--- src/rtl/skid_flop.sv ---
// Two-entry registered valid/ready stage: main register feeds out_data, skid register
// absorbs one extra word so in_ready can be a flop instead of a function of out_ready.
module skid_flop #(
  parameter int size = 1
) (
  input  logic            clk,
  input  logic            rst_n,
  input  logic            in_valid,
  input  logic [size-1:0] in_data,
  output logic            in_ready,
  output logic            out_valid,
  output logic [size-1:0] out_data,
  input  logic            out_ready,
  output logic [1:0]      occ
);

  typedef enum logic [1:0] {
    EMPTY = 2'd0,
    ONE   = 2'd1,
    TWO   = 2'd2
  } state_t;

  state_t          state_reg, state_next;
  logic [size-1:0] main_reg, main_next;
  logic [size-1:0] skid_reg, skid_next;
  logic            in_ready_reg, out_valid_reg;
  logic [1:0]      occ_reg;
  logic            in_fire, out_fire;

  assign in_fire  = in_valid & in_ready_reg;
  assign out_fire = out_valid_reg & out_ready;

  always_comb begin
    state_next = state_reg;
    main_next  = main_reg;
    skid_next  = skid_reg;
    case (state_reg)
      EMPTY: begin
        if (in_fire) begin
          main_next  = in_data;
          state_next = ONE;
        end
      end
      ONE: begin
        if (in_fire && out_fire) begin
          main_next = in_data;
        end else if (in_fire) begin
          skid_next  = in_data;
          state_next = TWO;
        end else if (out_fire) begin
          state_next = EMPTY;
        end
      end
      TWO: begin
        if (out_fire) begin
          main_next  = skid_reg;
          state_next = ONE;
        end
      end
      default: state_next = EMPTY;
    endcase
  end

  // Handshake outputs are flopped from the next state so they never depend on inputs.
  always_ff @(posedge clk or negedge rst_n) begin
    if (!rst_n) begin
      state_reg     <= EMPTY;
      main_reg      <= '0;
      skid_reg      <= '0;
      in_ready_reg  <= 1'b1;
      out_valid_reg <= 1'b0;
      occ_reg       <= 2'd0;
    end else begin
      state_reg     <= state_next;
      main_reg      <= main_next;
      skid_reg      <= skid_next;
      in_ready_reg  <= (state_next != TWO);
      out_valid_reg <= (state_next != EMPTY);
      occ_reg       <= state_next;
    end
  end

  assign in_ready  = in_ready_reg;
  assign out_valid = out_valid_reg;
  assign out_data  = main_reg;
  assign occ       = occ_reg;

endmodule

--- config.mk ---
export PLATFORM = sky130hd
export DESIGN_NAME = skid_flop
export DESIGN_NICKNAME = d
export VERILOG_FILES = /design/src/rtl/skid_flop.sv
export SDC_FILE = /design/constraint.sdc
export NUM_CORES = 1
export LEC_CHECK = 0
export CORE_AREA = 2 2 39 41
export DETAILED_ROUTE_END_ITERATION = 8
export DIE_AREA = 0 0 41 43
export PLACE_DENSITY_LB_ADDON = 0.3
export SLEW_MARGIN = 20
export SYNTH_ARGS = -nofsm -noshare
export SYNTH_HDL_FRONTEND = slang
export SYNTH_SLANG_ARGS = --single-unit
--- constraint.sdc ---
create_clock -name clk -period 1.9 [get_ports clk]
set_clock_uncertainty 0.15 [all_clocks]
set_input_delay 0.19 -clock clk [delete_from_list [all_inputs] [get_ports clk]]
set_output_delay 0.19 -clock clk [all_outputs]
set_load 0.01 [all_outputs]
==> out/summary.txt, run 1 <==
Status: completed
Gr ovfl total: 0
Pwr dens: 1500 nW/um2
Number of buffers created by CTS: 3
Synth Area in Compound Gates: 27.3%
Largest net degree at the start of global routing: 10
Synthesized cell area: 320 um2
Worst Max-Slew Pin Slew: 0.318 ns
DIE HEIGHT: 43 um
Hold Buf Count CTS: 0
Starting Density: 23.1%
Skew-Pair Late Insertion Delay: 0.24 ns
Final wirelength: 632 um
Post-CTS setup buffers: 0
CP top delay family: flip-flops
Fin nets: 48
Post-Synth XOR/XNOR Area: 0%
Multiplexer area fraction after synthesis: 4.69%
Critical path required time: 1.56 ns
Yosys reg bits: 6
Pins Over Slew Limit: 0
Worst Path Buf+Inv: 1
Clock Pin Slew Worst Setup and Hold Paths: 0.05 ns
Chip width: 41 um
Setup tns final: 0 ns
Area grow syn2layout: 42.6%
Syn. warnings: 0
Critical path fanouts, max: 5
Final Hold Viols: 0
Min Tclk post-route: 1.67 ns
Crit start category: flip-flop
Post-synth net total: 34
Critical path data arrival time: 1.33 ns
Max Fclk: 0.599 GHz
Port Buffers: 9
Largest family of logic cells by synthesized area: compound AO/OA/AOI/OAI gates
Max FFs per register: 2
Crit-path cells: clkdlybuf4s50_1
I/O Pins: 10
Biggest cell delay along the critical path: 0.55 ns
WL per Instance: 10.9 um
Setup WS pre-CTS: 0.334 ns
Initial antenna violation count: 0
Vias in the first global route: 255
Worst Hold Class: in -> async
Final Cycle Share: 87.8%
Vias: 263
Ant. Diodes: 0
Setup crit end kind: output pin
CTS Sinks: 6
DRT iter0 DRCs: 5
Avg Cell Area, Syn: 11.0 um2
# setup viols final: 0
Synth Area in Simple Gates: 18.4%
Clk buf depth: 2
Leak: 0.199 nW
CTS tree: yes
Most common cell after layout, fill and taps aside: clkdlybuf4s50_1
Commonest cells after routing, fill and taps aside: clkdlybuf4s50_1 (9), dfrtp_1 (5), nand2_1 (3), a21oi_1 (3), clkbuf_4 (3)
Vias/cell: 4.53
Synth unique cells: 18
Maximum Capacitance Violations: 0
Synth Area in Adders: 0%
Post-Syn Instances: 29
Critical Path Slowest Stage Cell: dfstp_2
GPL Wtd Cong: 0.762
Final worst slack: 0.232 ns
Kind of critical path: reg -> out
DRC viols: 0
Root buf cell: clkbuf_4
Core area: 1380 um2
RSZ-0062 raised after global routing: no
Pre-antenna DRT Iters: 4
Rows: 14
H-Tree Depth: 1
Share of cells above drive strength 1: 21.4%
Detail Route Antenna Nets: 0
Die ar.: 1760 um2
Post-cts resize count: 0
Worst vdd ir: 504 uV
Total track usage: 10.2%
Sequential cell area fraction in the yosys report: 47.3%
First-pass GRT wire length: 1.08 mm
Relative slew margins: 78.6%
==> metal layers <==
layer / wire [um] / GRT usage (%)
met1: 295 / 11.0
met2: 270 / 12.5
met3: 67 / 9.42
met4: 0 / 6.00
met5: 0 / 0
==> cells by family after synthesis <==
family / after synthesis
compound gates: 11
mux: 1
flops: 6
simple gates: 9
buf+inv: 2
==> worst paths after layout <==
check                         start   endpoint  slack, ns  cells after the start
setup reg to reg           in_ready   skid_reg       0.50                      3
max in group asynchronous     rst_n   in_ready       1.29                      1
setup / recovery           in_ready   in_ready       0.23                      1
hold reg to reg            skid_reg   skid_reg       0.37                      1
min in group clk           skid_reg   skid_reg       0.37                      1
hold / removal                rst_n  out_valid       0.04                      1
==> synth_stat cells (all sizes together) <==
| cell type | count | area share, % |
|---|---|---|
| a221oi | 1 | 4.7 |
| and3b | 2 | 5.5 |
| o21a | 1 | 2.3 |
| a21boi | 1 | 5.9 |
| nand2 | 3 | 3.5 |
| o21ai | 3 | 4.7 |
| nand2b | 1 | 2.0 |
| nor4 | 1 | 2.0 |
| and2b | 1 | 2.7 |
| and2 | 1 | 2.7 |
| dfrtp | 5 | 39 |
| inv | 2 | 2.3 |
| a21oi | 3 | 4.7 |
| dfstp | 1 | 8.2 |
| mux2 | 1 | 4.7 |
| o32ai | 1 | 2.7 |
| o21bai | 1 | 2.3 |
==> where the power goes <==
part / leakage [nW] / internal (W) / switching [W] / total [W]
registers: 0.0704 / 0.000189 / 0.0000615 / 0.000251
clock network: 0.0150 / 0.0000797 / 0.0000476 / 0.000127
logic: 0.113 / 0.000189 / 0.000116 / 0.000305
==> layout make-up <==
type	instances	area (um2)
timing repair buffer	9	90.1
inverter	2	7.51
multi-input combinational	21	161
clock buffer	4	26.3
fill	155	927
sequential	6	151
tap	16	20.0
==> through the flow <==
stage	total power (W)	area, um2	cells	hold WS [ns]	util [%]
global route	0.000749	457	58	0.0299	33.0
finish	0.000683	457	58	0.0401	33.0
CTS	0.000695	457	58	0.0427	33.0
global placement	0.000558	430	54	0.312	31.1
floorplan	0.000428	320	29	-0.256	-
detailed placement	0.000560	430	54	0.312	31.1
No activity file was read; power rests on OpenSTA's default activity.
==> inputs of run 2 (changes only) <==
SLEW_MARGIN = default   (was 20)
==> results of run 2 <==
Same layout as run 1: the final DEF is identical, and so are final timing and power.
